--- src/rtl/mult_acc_stream.sv ---
// Block accumulator: sums BLOCK_LEN unsigned products into 16 bits and streams the result out low byte first.
// Optional feature macro MULT_ACC_PEAK_EN adds a per-block peak register and a third emitted byte.
module mult_acc_stream #(
  parameter int BLOCK_LEN = 4
) (
  input  logic       i_clk,
  input  logic       i_rst_n,
  input  logic       i_prod_valid,
  input  logic [7:0] i_prod_data,
  output logic       o_prod_ready,
  input  logic       i_clear,
  output logic       o_res_valid,
  output logic [7:0] o_res_data,
  input  logic       i_res_ready
);

  localparam logic [7:0] LP_BLOCK_LEN = 8'(BLOCK_LEN);

  typedef enum logic [1:0] {
    ST_ACCUM   = 2'd0,
    ST_EMIT_LO = 2'd1,
`ifdef MULT_ACC_PEAK_EN
    ST_EMIT_HI = 2'd2,
    ST_EMIT_PK = 2'd3
`else
    ST_EMIT_HI = 2'd2
`endif
  } state_t;

  state_t      r_state;
  logic [15:0] r_acc;
  logic [7:0]  r_cnt;
  logic        r_prod_ready;
  logic        r_res_valid;
  logic [7:0]  r_res_data;

  logic        w_accept;
  logic [15:0] w_acc_sum;
  logic [7:0]  w_cnt_inc;
  logic        w_last;

`ifdef MULT_ACC_PEAK_EN
  logic [7:0]  r_peak;
  logic [7:0]  w_peak_next;

  // Running maximum including the product offered this cycle.
  always_comb begin
    w_peak_next = r_peak;
    if (i_prod_data > r_peak) begin
      w_peak_next = i_prod_data;
    end else begin
      w_peak_next = r_peak;
    end
  end
`endif

  // Accept qualification and next-value arithmetic for the accumulate path.
  always_comb begin
    w_accept  = i_prod_valid & r_prod_ready;
    w_acc_sum = r_acc + {8'd0, i_prod_data};
    w_cnt_inc = r_cnt + 8'd1;
    w_last    = (w_cnt_inc == LP_BLOCK_LEN);
  end

  // Control FSM with datapath registers; outputs are registered alongside the state.
  always_ff @(posedge i_clk or negedge i_rst_n) begin
    if (!i_rst_n) begin
      r_state      <= ST_ACCUM;
      r_acc        <= 16'd0;
      r_cnt        <= 8'd0;
      r_prod_ready <= 1'b1;
      r_res_valid  <= 1'b0;
      r_res_data   <= 8'd0;
`ifdef MULT_ACC_PEAK_EN
      r_peak       <= 8'd0;
`endif
    end else if (i_clear) begin
      // Abort wins over any handshake offered in the same cycle.
      r_state      <= ST_ACCUM;
      r_acc        <= 16'd0;
      r_cnt        <= 8'd0;
      r_prod_ready <= 1'b1;
      r_res_valid  <= 1'b0;
      r_res_data   <= 8'd0;
`ifdef MULT_ACC_PEAK_EN
      r_peak       <= 8'd0;
`endif
    end else begin
      case (r_state)
        ST_ACCUM: begin
          if (w_accept) begin
            r_acc <= w_acc_sum;
            r_cnt <= w_cnt_inc;
`ifdef MULT_ACC_PEAK_EN
            r_peak <= w_peak_next;
`endif
            if (w_last) begin
              r_state      <= ST_EMIT_LO;
              r_prod_ready <= 1'b0;
              r_res_valid  <= 1'b1;
              r_res_data   <= w_acc_sum[7:0];
            end
          end
        end
        ST_EMIT_LO: begin
          if (i_res_ready) begin
            r_state    <= ST_EMIT_HI;
            r_res_data <= r_acc[15:8];
          end
        end
        ST_EMIT_HI: begin
          if (i_res_ready) begin
`ifdef MULT_ACC_PEAK_EN
            r_state    <= ST_EMIT_PK;
            r_res_data <= r_peak;
`else
            r_state      <= ST_ACCUM;
            r_acc        <= 16'd0;
            r_cnt        <= 8'd0;
            r_prod_ready <= 1'b1;
            r_res_valid  <= 1'b0;
            r_res_data   <= 8'd0;
`endif
          end
        end
`ifdef MULT_ACC_PEAK_EN
        ST_EMIT_PK: begin
          if (i_res_ready) begin
            r_state      <= ST_ACCUM;
            r_acc        <= 16'd0;
            r_cnt        <= 8'd0;
            r_peak       <= 8'd0;
            r_prod_ready <= 1'b1;
            r_res_valid  <= 1'b0;
            r_res_data   <= 8'd0;
          end
        end
`endif
        default: begin
          r_state      <= ST_ACCUM;
          r_acc        <= 16'd0;
          r_cnt        <= 8'd0;
          r_prod_ready <= 1'b1;
          r_res_valid  <= 1'b0;
          r_res_data   <= 8'd0;
`ifdef MULT_ACC_PEAK_EN
          r_peak       <= 8'd0;
`endif
        end
      endcase
    end
  end

  assign o_prod_ready = r_prod_ready;
  assign o_res_valid  = r_res_valid;
  assign o_res_data   = r_res_data;

endmodule

--- config.mk ---
export PLATFORM = sky130hd
export DESIGN_NAME = mult_acc_stream
export DESIGN_NICKNAME = d
export VERILOG_FILES = /design/src/rtl/mult_acc_stream.sv
export SDC_FILE = /design/constraint.sdc
export NUM_CORES = 1
export LEC_CHECK = 0
export BUFFER_PORTS_ARGS = -buffer_cell sky130_fd_sc_hd__buf_2
export CAP_MARGIN = 20
export CORE_ASPECT_RATIO = 1.5
export CORE_UTILIZATION = 55
export CTS_BUF_LIST = sky130_fd_sc_hd__clkbuf_16
export CTS_CLUSTER_DIAMETER = 40
export DETAILED_ROUTE_END_ITERATION = 10
export HOLD_SLACK_MARGIN = 0.12
export PLACE_DENSITY = 0.75
export SYNTH_ARGS = -nofsm -noshare
export SYNTH_HDL_FRONTEND = slang
export SYNTH_SLANG_ARGS = --single-unit
--- constraint.sdc ---
create_clock -name i_clk -period 3.25 [get_ports i_clk]
set_input_delay 0.1625 -clock i_clk [delete_from_list [all_inputs] [get_ports i_clk]]
set_output_delay 0.1625 -clock i_clk [all_outputs]
set_load 0.01 [all_outputs]
# ---- Word-level counts from Yosys, hierarchy flattened
# Index checks and enable logic that the tools add are counted.
dict set report totals {
  regBits 36
  in_bits 13
  word_cells 50
}
dict set report classes {
  addsub 2
  eq_ne 8
  muxes 29
  bitwise_logic 1
  n_reduce_logical 4
}
# operator count
set ops {}
lappend ops {{2-to-1 mux 8 bit} 7}
lappend ops {{2-to-1 mux 16 bit} 3}
lappend ops {{case mux 16 bit (3 select lines)} 1}
lappend ops {{case mux 8 bit (3 select lines)} 2}
lappend ops {{adder 16 x 8 -> 16 bit} 1}
lappend ops {{inequality test 3 bit, second input constant} 4}
lappend ops {{2-to-1 mux 2 bit} 5}
lappend ops {{adder 8 x 1 -> 8 bit, second input constant} 1}
lappend ops {{== test 8 x 3 -> 1 bit, second input constant} 1}
lappend ops {{2-to-1 mux 1 bit} 8}
lappend ops {{AND reduction 4 bit} 2}
lappend ops {{case mux 1 bit (3 select lines)} 2}
lappend ops {{case mux 2 bit (3 select lines)} 1}
lappend ops {{AND reduction 3 bit} 1}
lappend ops {{== test 2 x 1 -> 1 bit, second input constant} 1}
lappend ops {{== test 2 bit, second input constant} 1}
lappend ops {{zero test 2 bit} 1}
lappend ops {{inequality test 2 bit, second input constant} 1}
lappend ops {{AND 1 bit} 1}

# ---- Longest topological paths before layout
# Gate-level depths: netlist of the first run.
dict set report depth {
  depth_word 6
  depth_mapped 9
  depth_no_buf 9
}

# ---- Worst setup path before layout of the first run
# OpenSTA, ideal clock, no wires.
dict set report synth_timing {
  path_kind {flip-flop to flip-flop}
  startpoint {register r_cnt[0]}
  endpoint {register r_res_data[0] (netlist: o_res_data[0])}
  setup_ps 125
  t_arrival_ps 2123
  t_required_ps 3125
  setup_slack_ps 1002
  path_stages_with_launch 8
  n_path_buf 0
  period_less_slack_ps 2248
  cell_sequence {dfrtp_1 > ha_1 > and3_4 > and3_4 > or3_1 > a221o_1 > o2bb2ai_4 > mux2_2}
}
dict set report synth_via {
  elab_chain_len 4
}
# item line
set synth_lines {}
lappend synth_lines {{start: declaration} 32} ;# logic [7:0] r_cnt;
lappend synth_lines {{start signal: assignment} 93} ;# r_cnt <= w_cnt_inc;
lappend synth_lines {{adder 8 x 1 -> 8 bit} 61} ;# w_cnt_inc = r_cnt + 8'd1;
lappend synth_lines {{== test 8 x 3 -> 1 bit} 62} ;# w_last = (w_cnt_inc == LP_BLOCK_LEN);
lappend synth_lines {{inequality test 3 bit (no line)} -}
lappend synth_lines {{AND reduction 4 bit (no line)} -}
lappend synth_lines {{end signal: assignment} 101} ;# r_res_data <= w_acc_sum[7:0];
lappend synth_lines {{end signal: assignment} 108} ;# r_res_data <= r_acc[15:8];
lappend synth_lines {{end: declaration} 35} ;# logic [7:0] r_res_data;
# Every way passes these cells.
# A chain may end at the register's enable or synchronous reset.

# ---- Worst setup path after layout of the first run
dict set report layout_timing {
  startpoint {register r_cnt[0]}
  endpoint {register r_res_data[4] (netlist: o_res_data[4])}
}
# The elaborated chain is that of the path after synthesis.

==> metrics.csv, run 1 <==
stage,metric,value,unit
clock_tree,clock_tree_from_tritoncts,done,
global_routing,grt_pass1_wl,8540,um
clock_tree,clock_latency,280,ps
drt,avgRoutedWirePerCell,16.8,um
drt,drt_first_pass_iters,4,
critical_path,cell_count_of_the_worst_reg_to_reg_path,7,
clock_tree,clkSinkCount,36,
critical_path,crit_path_frequent_cell,sky130_fd_sc_hd__and3_4,
drt,num_vias,1854,
sta,slew_violations,0,
critical_path,timing.critical_path.max_delay_family,simple AND/OR/NAND/NOR gates,
drt,drcViolationCount,0,
synth,async_reset_ff_share,100,%
synth,ys_ff_latch,36,
synth,synth_enable_flop_cells,0,
drt,drt_wl_total,5120,um
critical_path,cpPeakStageDelay,430,ps
global_routing,grt_max_degree,37,
synth,mappedNetlistNets,262,
critical_path,worst-endpoint-required,3420,ps
power_and_ir_drop,power.leakage,1.15,nW
critical_path,rr_endpoint,o_res_data[4]$_DFFE_PN0P_,
synth,ys_types,47,
placement,place_congestion,0.845,
clock_tree,htree_num_levels,2,
final_layout,layout.filler_cells,307,
final_layout,final_nets,285,
critical_path,crit_path_end_kind,flip-flop,
drt,detail_route_antenna_nets,0,
critical_path,slowest_stage,sky130_fd_sc_hd__dfrtp_1,
critical_path,critPathArrivalTime,2540,ps
sta,clock.fmax,422,MHz
placement,io_buffers,22,
sta,unrepaired_setup_endpoints_after_global_routing,false,
sta,hold_violations,0,
min_path,worstHoldStart,i_clear,
min_path,whs_endpoint,r_state[1]$_DFFE_PN0P_,
final_layout,fraction_of_layout_instances_using_a_drive_strength_above_1,19.1,%
min_path,hold_depth,2,
clock_tree,post_cts_resize_count,0,
critical_path,critical_path.n_buffers_inverters,0,
die,die-height,79.1,um
critical_path,timing.rr.start,r_cnt[0]$_DFFE_PN0P_,
global_routing,antenna_violations_before_repair,0,
final_layout,final-seq-area,902,um^2
sta,worst_clock_skew,7.40,ps
run,cap_viol_max_count,0,
sta,finalSetupViolations,0,
sta,finalWorstPathRequiredPeriod,2370,ps
critical_path,crit_fanout,8,
die,design.die.area,4230,um^2
placement,placed_cells,296,
sta,worst-slew-pin-transition,932,ps
die,pin_count,23,
sta,max-slew-margin-rel,37.5,%
drt,first_iter_violations,80,
drt,drt-vias-per-instance,6.08,
synth,synthesis.area_per_instance,9.16,um^2
global_routing,grt_pass1_vias,1828,
status,outcome,finished clean,
synth,warning_count_from_the_yosys_run,0,
clock_tree,clkTransAtPathRegs,60,ps
synth,synth-seq-area-share,41.4,%
power_and_ir_drop,pwr_density_cell,618,nW/um^2
power_and_ir_drop,vdd.ir_drop.worst,0.521,mV
die,placement_rows,27,
die,design.core.area,3720,um^2
sta,post-route-period-util,72.8,%
clock_tree,cts-root-to-sink-buffers,2,
global_routing,grt.total_usage,27.8,%
clock_tree,cts-buffers-inserted,5,
final_layout,antenna-diode-count,0,
critical_path,crit_path_start_kind,flip-flop,
final_layout,number_of_standard_cells_in_the_final_layout_excluding_fillers,305,
clock_tree,cts_root_buffer,sky130_fd_sc_hd__clkbuf_16,
sta,final.setup.tns,0,ps
synth,netlist_area,2180,um^2
min_path,hold_path.class,in2reg,
final_layout,syn2layout_area_growth,14.9,%
critical_path,cp_cell_sequence,ha_1 > and3_4 > and3_4 > or3_1 > a221o_1 > o2bb2ai_4 > mux2_2,
synth,netlist_instances,238,
die,start_util,58.7,%
global_routing,global_route.overflow_total,0,
critical_path,r2r_setup_slack,880,ps
final_layout,multi_input_comb_area,1220,um^2
synth,synth_top_flop_cell,sky130_fd_sc_hd__dfrtp_1,
critical_path,timing.setup.critical_path_class,reg2reg,
die,die_w,53.4,um
placement,place_hpwl,3580,um
[routing by layer]
layer	part of all wire (%)	up-vias	track usage, %	routed length [um]
met3	3.6	10	5.94	184
met5	0	-	0	0
li1	-	913	-	-
met4	2.5	0	12.6	127
met2	50	57	45.0	2540
met1	44	874	34.2	2270
[state kept, by name, summed over array words and instances, names as in the netlist]
name and count:
r_acc 16, o_res_data 8, r_cnt 8, r_state 2, o_prod_ready 1, o_res_valid 1
[through the flow]
| stage | hold slack (ps) | area (um^2) | utilization (%) | worst slack, ps | power, mW |
|---|---|---|---|---|---|
| finish | 208 | 2510 | 67.4 | 883 | 1.55 |
| CTS | 208 | 2510 | 67.4 | 866 | 1.56 |
| global placement | 301 | 2330 | 62.7 | 941 | 0.993 |
| floorplan | -133 | 2180 | - | 1000 | 0.869 |
| global route | 249 | 2510 | 67.4 | 710 | 1.63 |
| detailed placement | 305 | 2330 | 62.7 | 872 | 1.00 |
[synthesized netlist by cell type, drive strengths merged, types with 3 or more instances]
master	n	area, um^2
a31oi	5	31.3
mux2	8	90.1
nor3	6	35.0
o21a	4	30.0
nand3b	3	22.5
clkbuf	8	30.0
a22o	3	26.3
nor2	21	78.8
nand2	27	101
o21ai	29	145
nor3b	3	22.5
nand2b	3	18.8
xor2	4	35.0
and3	5	41.3
o21bai	3	22.5
nand3	7	35.0
o22ai	3	18.8
dfrtp	35	876
a21oi	11	55.1
ha	10	125
or3	4	25.0
inv	5	18.8
mux2i	3	30.0
[area by class of cell]
cell class                 count  area share [%]
clock buffer                   5            4.99
clock inverter                 3            1.70
inverter                       5           0.749
multi-input combinational    187            48.7
sequential                    36            36.0
tap                           43            2.15
timing repair buffer          26            5.69
[cells in the final DEF, fill, tap and decap left out, drive strengths merged, types with 3 or more instances in the layout]
master  Yosys  routed
nand3       7       7
mux2i       3       3
ha         10      10
or3         4       4
nand2b      3       3
o22ai       3       3
dfrtp      35      35
a21oi      11      11
and3        5       5
nor3        6       6
o21a        4       4
o21ai      29      29
a22o        3       3
buf         2      25
nor2       21      21
nand3b      3       3
xor2        4       4
o21bai      3       3
mux2        8       8
inv         5       5
a31oi       5       5
nand2      27      27
clkbuf      8       5
nor3b       3       3
[cells by family (layout without fill, tap and decap cells)]
kind of cell               after synthesis  in the layout  share of synthesized area (%)
AOI/OAI and AO/OA                       75             75                           22.5
xor gates and xnor gates                 6              6                           2.41
adders and majority gates               11             11                           6.66
buffers and inverters                   15             39                           2.64
DFF                                     36             36                           41.4
muxes                                   11             11                           5.51
and+or+nand+nor                         84             84                           18.9
[timing repair]
action | CTS | global route
hold buffers | 1 | 0
endpoints found under the hold margin | 35 | 0
setup buffers | 0 | 0
[worst max path at each step]
stage                               startpoint                        end  slack [ps]  cells past startpoint
after floorplan           r_cnt[0]$_DFFE_PN0P_  o_res_data[0]$_DFFE_PN0P_        1000                      7
after global placement    r_cnt[0]$_DFFE_PN0P_  o_res_data[2]$_DFFE_PN0P_         940                      7
after detailed placement  r_cnt[0]$_DFFE_PN0P_  o_res_data[4]$_DFFE_PN0P_         870                      7
after CTS                 r_cnt[0]$_DFFE_PN0P_  o_res_data[4]$_DFFE_PN0P_         870                      7
after global routing      r_acc[0]$_DFFE_PN0P_      r_acc[12]$_DFFE_PN0P_         710                      9
final                     r_cnt[0]$_DFFE_PN0P_  o_res_data[4]$_DFFE_PN0P_         880                      7
[report_power, final]
group          total [mW]  internal, mW  switching, mW
clock               0.551         0.360          0.191
sequential          0.569         0.518         0.0511
combinational       0.428         0.188          0.240
Power figures use the tool's default switching activity.
==> run 2, diff against run 1 <==
--- a/config.mk
+++ b/config.mk
@@ -5,6 +5,7 @@
 export SDC_FILE = /design/constraint.sdc
 export NUM_CORES = 1
 export LEC_CHECK = 0
+export ABC_AREA = 1
 export BUFFER_PORTS_ARGS = -buffer_cell sky130_fd_sc_hd__buf_2
 export CAP_MARGIN = 20
 export CORE_ASPECT_RATIO = 1.5
==> constraint.sdc (replaced) <==
create_clock -name i_clk -period 2.26 [get_ports i_clk]
set_input_delay 0.113 -clock i_clk [delete_from_list [all_inputs] [get_ports i_clk]]
set_output_delay 0.113 -clock i_clk [all_outputs]
set_load 0.01 [all_outputs]
==> metrics.csv, run 2 <==
stage,metric,value,unit,change
status,outcome,finished clean,,
global_routing,grt_max_degree,37,,unchanged
min_path,worstHoldStart,i_clear,,
critical_path,crit_fanout,4,,-4
critical_path,critical_path.startpoint,r_acc[0]$_DFFE_PN0P_,,
final_layout,fraction_of_layout_instances_using_a_drive_strength_above_1,15.7,%,-3.4 points
global_routing,groute.layer.met1.usage,30.8,%,-3.3 points
clock_tree,cts.hold.buffers_added,1,,unchanged
final_layout,syn2layout_area_growth,14.9,%,about the same
die,die-height,80.9,um,+2.2%
sta,hold_violations,0,,unchanged
global_routing,grt_pass1_wl,8690,um,+1.8%
drt,avgRoutedWirePerCell,13.8,um,-18%
clock_tree,cts-buffers-inserted,5,,unchanged
power_and_ir_drop,power.net_switching,1.19,mW,+150%
clock_tree,cts-root-to-sink-buffers,2,,unchanged
global_routing,busiest_layer,met2,,
critical_path,cpPeakStageDelay,410,ps,-20 ps
drt,drcViolationCount,0,,unchanged
power_and_ir_drop,clock_power_share,25.7,%,-9.9 points
final_layout,layout_common_cells,"sky130_fd_sc_hd__nand2_1 (102), sky130_fd_sc_hd__dfrtp_1 (35), sky130_fd_sc_hd__inv_1 (30), sky130_fd_sc_hd__nor2_1 (25), sky130_fd_sc_hd__nand3_1 (25)",,
synth,netlist_area,2280,um^2,+4.6%
critical_path,timing.setup.critical_path_class,reg2reg,,
die,start_util,57.6,%,-1.1 points
drt,detail_route_antenna_nets,0,,unchanged
die,die_w,54.6,um,+2.2%
critical_path,crit_path_start_kind,flip-flop,,
drt,drt_first_pass_iters,4,,unchanged
power_and_ir_drop,pwr_density_cell,1140,nW/um^2,+84%
placement,placed_cells,373,,+26%
power_and_ir_drop,comb_power_share,41.8,%,+14 points
synth,ys_ff_latch,36,,unchanged
sta,finalSetupViolations,0,,unchanged
clock_tree,cts_root_buffer,sky130_fd_sc_hd__clkbuf_16,,
clock_tree,clkTransAtPathRegs,50,ps,about the same
global_routing,use_met2,49.3,%,+4.3 points
placement,place_congestion,0.911,,+7.9%
global_routing,antenna_violations_before_repair,0,,unchanged
drt,drt_wl_total,5270,um,+3.0%
synth,synth_largest_area_cell,sky130_fd_sc_hd__dfrtp_1,,
synth,async_reset_ff_share,100,%,unchanged
critical_path,cp_cell_sequence,ha_1 > inv_1 > fa_1 > inv_1 > nand2_1 > nand3_1 > nand2_1 > nand2_1 > nand2_1 > nor2_1 > nand2_1 > nand2_1 > nor2_1,,
placement,place_hpwl,3980,um,+11%
sta,unrepaired_setup_endpoints_after_global_routing,false,,
final_layout,largest_reg_flops,16,,unchanged
sta,max-slew-margin-rel,46.0,%,+8.5 points
die,design.die.area,4410,um^2,+4.4%
synth,warning_count_from_the_yosys_run,0,,unchanged
synth,netlist.area_leader.share,38.4,%,-1.8 points
sta,post-route-period-util,85.0,%,+12 points
synth,synthTopCellsByArea,"sky130_fd_sc_hd__dfrtp_1 (38%), sky130_fd_sc_hd__nand2_1 (17%), sky130_fd_sc_hd__ha_1 (5.5%)",,
critical_path,timing.rr.start,r_acc[0]$_DFFE_PN0P_,,
global_routing,grt.total_usage,27.5,%,-0.31 points
sta,worst_clock_skew,4.55,ps,-2.85 ps
run,cap_viol_max_count,0,,unchanged
synth,synth-seq-area-share,39.6,%,-1.8 points
power_and_ir_drop,cellInternalPower,1.79,mW,+68%
synth,mappedNetlistNets,331,,+26%
drt,first_iter_violations,64,,-20%
global_routing,grtUsageMet3,4.12,%,-1.8 points
synth,post-synth-top-count-cell,sky130_fd_sc_hd__nand2_1,,
clock_tree,htree_num_levels,2,,unchanged
sta,finalWorstPathRequiredPeriod,1920,ps,-446 ps
placement,io_buffers,22,,unchanged
synth,synth_top_flop_cell,sky130_fd_sc_hd__dfrtp_1,,
synth,commonest_cells_post_synth,"sky130_fd_sc_hd__nand2_1 (102), sky130_fd_sc_hd__dfrtp_1 (35), sky130_fd_sc_hd__inv_1 (29)",,
final_layout,antenna-diode-count,0,,unchanged
clock_tree,post_cts_resize_count,0,,unchanged
final_layout,number_of_standard_cells_in_the_final_layout_excluding_fillers,382,,+25%
die,design.core.area,3960,um^2,+6.5%
critical_path,critPathArrivalTime,2090,ps,-450 ps
power_and_ir_drop,vdd.ir_drop.worst,0.677,mV,+30%
drt,drt-vias-per-instance,5.31,,-13%
critical_path,slowest_stage,sky130_fd_sc_hd__fa_1,,
critical_path,critical_path.n_buffers_inverters,2,,+2
power_and_ir_drop,power.leakage,1.32,nW,+15%
power_and_ir_drop,finalPower,2.98,mW,+92%
final_layout,regMostFlops,r_acc,,
critical_path,timing.critical_path.max_delay_family,simple AND/OR/NAND/NOR gates,,
die,placement_rows,28,,+3.7%
clock_tree,clkSinkCount,36,,unchanged
power_and_ir_drop,swShare,39.9,%,+8.7 points
power_and_ir_drop,power.share.sequential,32.5,%,-4.3 points
clock_tree,clock_latency,280,ps,about the same
sta,final.setup.tns,0,ps,unchanged
critical_path,crit_path_frequent_cell,sky130_fd_sc_hd__nand2_1,,
sta,worst-slew-pin-transition,809,ps,-123 ps
critical_path,crit_path_end_kind,flip-flop,,
final_layout,layout_commonest_cell,sky130_fd_sc_hd__nand2_1,,
die,pin_count,23,,unchanged
global_routing,grt_pass1_vias,1950,,+6.7%
global_routing,global_route.overflow_total,0,,unchanged
critical_path,worst-endpoint-required,2420,ps,-1000 ps
clock_tree,clock_tree_from_tritoncts,done,,
synth,synthesis.area_per_instance,7.43,um^2,-19%
sta,clock.fmax,520,MHz,+23%
min_path,hold_path.class,in2reg,,
drt,num_vias,2028,,+9.4%
synth,netlist_instances,307,,+29%
sta,slew_violations,0,,unchanged
synth,ys_types,35,,-26%
clock_tree,cts_setup_buffers,0,,unchanged
final_layout,final_nets,360,,+26%
synth,synth_enable_flop_cells,0,,unchanged
run 2: changes by cell type after synthesis, sizes merged, moves of 5 or more:
cell	previous run	this run
mux2	8	0
nand2	27	106
clkbuf	8	0
nor2	21	28
inv	5	33
nand3	7	27
a31oi	5	0
and3	5	0
run 2: layout make-up:
| class | instances | area (um^2) |
|---|---|---|
| multi-input cells | 234 | 1230 |
| fillers | 360 | 1340 |
| well taps | 45 | 56.3 |
| clock inverters | 3 | 38.8 |
| repair buffers | 26 | 143 |
| inverters | 33 | 129 |
| flip-flops and latches | 36 | 902 |
| clock buffers | 5 | 125 |
run 2: metrics by stage:
stage          area, um^2  utilization, %  hold slack, ps  setup WS, ps
6_report             2620            66.2             176           338
2_1_floorplan        2280               -            -183           534
5_1_grt              2620            66.2             205          98.1
4_1_cts              2620            66.2             178           369
3_3_place_gp         2450            61.8             250           437
3_5_place_dp         2450            61.8             251           399
run 2: kinds of logic (layout without fill, tap and decap cells):
kind of cell | Yosys count | count (layout) | synth area share (%)
AND/OR/NAND/NOR | 173 | 173 | 34.0
flip-flops | 36 | 36 | 39.6
XOR/XNOR | 6 | 6 | 2.30
AO/OA/AOI/OAI | 44 | 44 | 11.2
adder cells (fa/ha/maj) | 11 | 11 | 6.36
buffers and inverters | 37 | 67 | 6.64
run 2: final timing paths:
kind                                        endpoint  slack (ps)  cells past startpoint
setup / recovery               r_acc[12]$_DFFE_PN0P_         340                     13
hold / removal             o_res_data[7]$_DFFE_PN0P_         180                      4
setup reg to reg               r_acc[12]$_DFFE_PN0P_         340                     13
hold reg to reg            o_res_data[0]$_DFFE_PN0P_         470                      2
max in group asynchronous       r_acc[6]$_DFFE_PN0P_        1280                      2
min in group asynchronous       r_cnt[5]$_DFFE_PN0P_         470                      2
run 2: power by group through the flow:
stage | clock network (mW) | registers (mW) | logic [mW]
6_report | 0.765 | 0.966 | 1.24
4_1_cts | 0.778 | 0.965 | 1.25
3_3_place_gp | 0 | 0.967 | 1.21
5_1_grt | 0.813 | 0.991 | 1.41
3_5_place_dp | 0 | 0.973 | 1.23
2_1_floorplan | 0 | 0.986 | 0.852
run 2: metal layers:
metal,share of wire (%),up-vias
li1,-,1062
met1,41,924
met2,54,28
met3,2.0,14
met4,2.9,0
met5,0,-
run 2: worst reg2reg max path, delay by kind of cell (launching register included):
| family | cells | cell delay, ps |
|---|---|---|
| adder cells (fa/ha/maj) | 2 | 610 |
| flip-flops | 1 | 340 |
| AND/OR/NAND/NOR | 9 | 740 |
| buffers and inverters | 2 | 130 |
==> run 3, diff against run 2 <==
--- a/config.mk
+++ b/config.mk
@@ -14,7 +14,8 @@
 export CTS_CLUSTER_DIAMETER = 40
 export DETAILED_ROUTE_END_ITERATION = 10
 export HOLD_SLACK_MARGIN = 0.12
-export PLACE_DENSITY = 0.75
+export PLACE_DENSITY = 0.84
+export RECOVER_POWER = 100
 export SYNTH_ARGS = -nofsm -noshare
 export SYNTH_HDL_FRONTEND = slang
 export SYNTH_SLANG_ARGS = --single-unit
==> metrics.csv, run 3 (synthesized netlist as in run 2, its figures left out) <==
stage,metric,value,unit,change
clock_tree,cts-root-to-sink-buffers,2,,unchanged
placement,place_congestion,0.883,,-3.2%
drt,m1WireLength,2050,um,-4.3%
sta,worst_clock_skew,4.60,ps,+0.0496 ps
clock_tree,cts_root_buffer,sky130_fd_sc_hd__clkbuf_16,,
clock_tree,cts_setup_buffers,0,,unchanged
clock_tree,clock_latency,280,ps,about the same
drt,routed-wl-met2,2880,um,+0.31%
sta,finalSetupViolations,0,,unchanged
clock_tree,clock_tree_from_tritoncts,done,,
drt,avgRoutedWirePerCell,14.0,um,+1.5%
power_and_ir_drop,clock_power_share,26.2,%,+0.5 points
clock_tree,post_cts_resize_count,0,,unchanged
die,die_w,54.6,um,unchanged
global_routing,grt.total_usage,28.0,%,+0.53 points
die,design.die.area,4410,um^2,unchanged
final_layout,antenna-diode-count,0,,unchanged
global_routing,antenna_violations_before_repair,0,,unchanged
critical_path,cp_cell_sequence,nor2_1 > nand2_1 > inv_4 > nand2_1 > and2_0 > o21ai_4 > inv_4 > nand2_8 > nand2_1 > nand2_1,,
sta,finalHoldWorstSlack,170,ps,-6.10 ps
critical_path,timing.rr.start,r_state[1]$_DFFE_PN0P_,,
sta,unrepaired_setup_endpoints_after_global_routing,false,,
power_and_ir_drop,comb_power_share,40.9,%,-0.9 points
die,die-height,80.9,um,unchanged
power_and_ir_drop,cellInternalPower,1.75,mW,-2.4%
drt,highest_layer,met4,,
drt,drt_first_pass_iters,4,,unchanged
die,pin_count,23,,unchanged
critical_path,crit_path_frequent_cell,sky130_fd_sc_hd__nand2_1,,
final_layout,final_nets,358,,-0.56%
critical_path,rr_endpoint,o_res_data[3]$_DFFE_PN0P_,,
final_layout,largest_reg_flops,16,,unchanged
power_and_ir_drop,power.leakage,1.27,nW,-3.9%
critical_path,crit_path_start_kind,flip-flop,,
critical_path,critPathArrivalTime,2190,ps,+100 ps
die,placement_rows,28,,unchanged
drt,drt_wl_total,5320,um,+1.0%
critical_path,r2r_setup_slack,290,ps,-50 ps
global_routing,grt_pass1_wl,8770,um,+0.94%
clock_tree,clkSinkCount,36,,unchanged
status,outcome,finished clean,,
clock_tree,clkTransAtPathRegs,60,ps,about the same
final_layout,regMostFlops,r_acc,,
sta,post-route-period-util,87.1,%,+2.0 points
global_routing,global_route.overflow_total,0,,unchanged
critical_path,cpPeakStageDelay,410,ps,about the same
min_path,worstHoldStart,i_clear,,
placement,place_hpwl,3940,um,-1.1%
sta,slew_violations,0,,unchanged
critical_path,timing.setup.critical_path_class,reg2reg,,
drt,wl_met3,201,um,+93%
clock_tree,htree_num_levels,2,,unchanged
critical_path,cell_count_of_the_worst_reg_to_reg_path,10,,-3
sta,max-slew-margin-rel,38.9,%,-7.2 points
min_path,hold_path.class,in2reg,,
critical_path,crit_path_end_kind,flip-flop,,
drt,detail_route_antenna_nets,0,,unchanged
sta,final.setup.tns,0,ps,unchanged
final_layout,layout_commonest_cell,sky130_fd_sc_hd__nand2_1,,
sta,clock.fmax,508,MHz,-2.3%
global_routing,grt_max_degree,37,,unchanged
power_and_ir_drop,swShare,40.5,%,+0.63 points
critical_path,worst-endpoint-required,2480,ps,+60 ps
power_and_ir_drop,pwr_density_cell,1140,nW/um^2,+0.50%
placement,io_buffers,22,,unchanged
die,start_util,57.6,%,unchanged
drt,drt-vias-per-instance,5.47,,+3.0%
global_routing,grt_pass1_vias,2045,,+4.9%
power_and_ir_drop,power.net_switching,1.19,mW,+0.19%
sta,finalWorstPathRequiredPeriod,1970,ps,+46.2 ps
power_and_ir_drop,finalPower,2.93,mW,-1.4%
final_layout,fraction_of_layout_instances_using_a_drive_strength_above_1,11.0,%,-4.7 points
min_path,whs_endpoint,o_res_data[7]$_DFFE_PN0P_,,
sta,hold_violations,0,,unchanged
drt,first_iter_violations,121,,+89%
drt,drcViolationCount,0,,unchanged
min_path,hold_depth,4,,unchanged
clock_tree,cts-buffers-inserted,5,,unchanged
final_layout,syn2layout_area_growth,12.8,%,
sta,worst-slew-pin-transition,917,ps,+108 ps
drt,num_vias,2078,,+2.5%
power_and_ir_drop,vdd.ir_drop.worst,0.698,mV,+3.1%
power_and_ir_drop,power.share.sequential,32.9,%,+0.4 points
die,design.core.area,3960,um^2,unchanged
final_layout,layout_common_cells,"sky130_fd_sc_hd__nand2_1 (103), sky130_fd_sc_hd__dfrtp_1 (35), sky130_fd_sc_hd__inv_1 (30), sky130_fd_sc_hd__nand3_1 (26), sky130_fd_sc_hd__nor2_1 (26)",,
critical_path,crit_fanout,14,,+10
critical_path,slowest_stage,sky130_fd_sc_hd__dfrtp_1,,
run,cap_viol_max_count,0,,unchanged
==> run 3: area by class of cell <==
cell class / instances / area (um^2)
clock buffers: 5 / 125
clock inverters: 3 / 38.8
fillers: 359 / 1390
inverters: 33 / 129
multi-input cells: 234 / 1200
flip-flops and latches: 36 / 902
well taps: 45 / 56.3
repair buffers: 24 / 116
==> run 3: worst max-delay path by stage <==
stage                                      start                         to  slack, ps  cells after the start
after floorplan             r_acc[0]$_DFFE_PN0P_      r_acc[14]$_DFFE_PN0P_        530                     13
after global placement      r_acc[0]$_DFFE_PN0P_      r_acc[14]$_DFFE_PN0P_        450                     13
after detailed placement    r_acc[0]$_DFFE_PN0P_      r_acc[14]$_DFFE_PN0P_        380                     13
after CTS                   r_acc[0]$_DFFE_PN0P_      r_acc[14]$_DFFE_PN0P_        340                     13
after global routing      r_state[1]$_DFFE_PN0P_  o_res_data[7]$_DFFE_PN0P_         60                     10
final                     r_state[1]$_DFFE_PN0P_  o_res_data[3]$_DFFE_PN0P_        290                     10
==> run 3: critical path: cells and delay by family (launching register included) <==
kind	cells	cell delay [ps]
DFF	1	410
buffers and inverters	2	310
and+or+nand+nor	7	1070
AOI/OAI and AO/OA	1	110
==> run 3: routing by layer <==
| metal | track usage, % | vias to the layer above |
|---|---|---|
| met4 | 14.9 | 0 |
| li1 | - | 1055 |
| met3 | 4.68 | 16 |
| met1 | 30.8 | 950 |
| met2 | 48.8 | 57 |
| met5 | 0 | - |
==> run 3: power by group through the flow <==
stage	logic (mW)	clock network [mW]	registers, mW
after floorplan	0.852	0	0.986
after global placement	1.18	0	0.966
after detailed placement	1.21	0	0.974
after CTS	1.23	0.783	0.965
after global routing	1.36	0.804	0.994
final	1.20	0.769	0.965
==> run 3: repair_timing <==
action,in CTS,in global routing
hold endpoints to repair,35,0
hold buffers,1,0
setup endpoints to repair,0,0
==> run 3: per-stage QoR <==
stage / setup WS [ps] / std cells / instance area, um^2 / util, %
after CTS: 342 / 380 / 2610 / 65.8
final: 292 / 380 / 2570 / 65.0
after global routing: 56.7 / 380 / 2570 / 65.0
after floorplan: 534 / 307 / 2280 / -
after detailed placement: 376 / 371 / 2430 / 61.4
after global placement: 454 / 371 / 2430 / 61.4
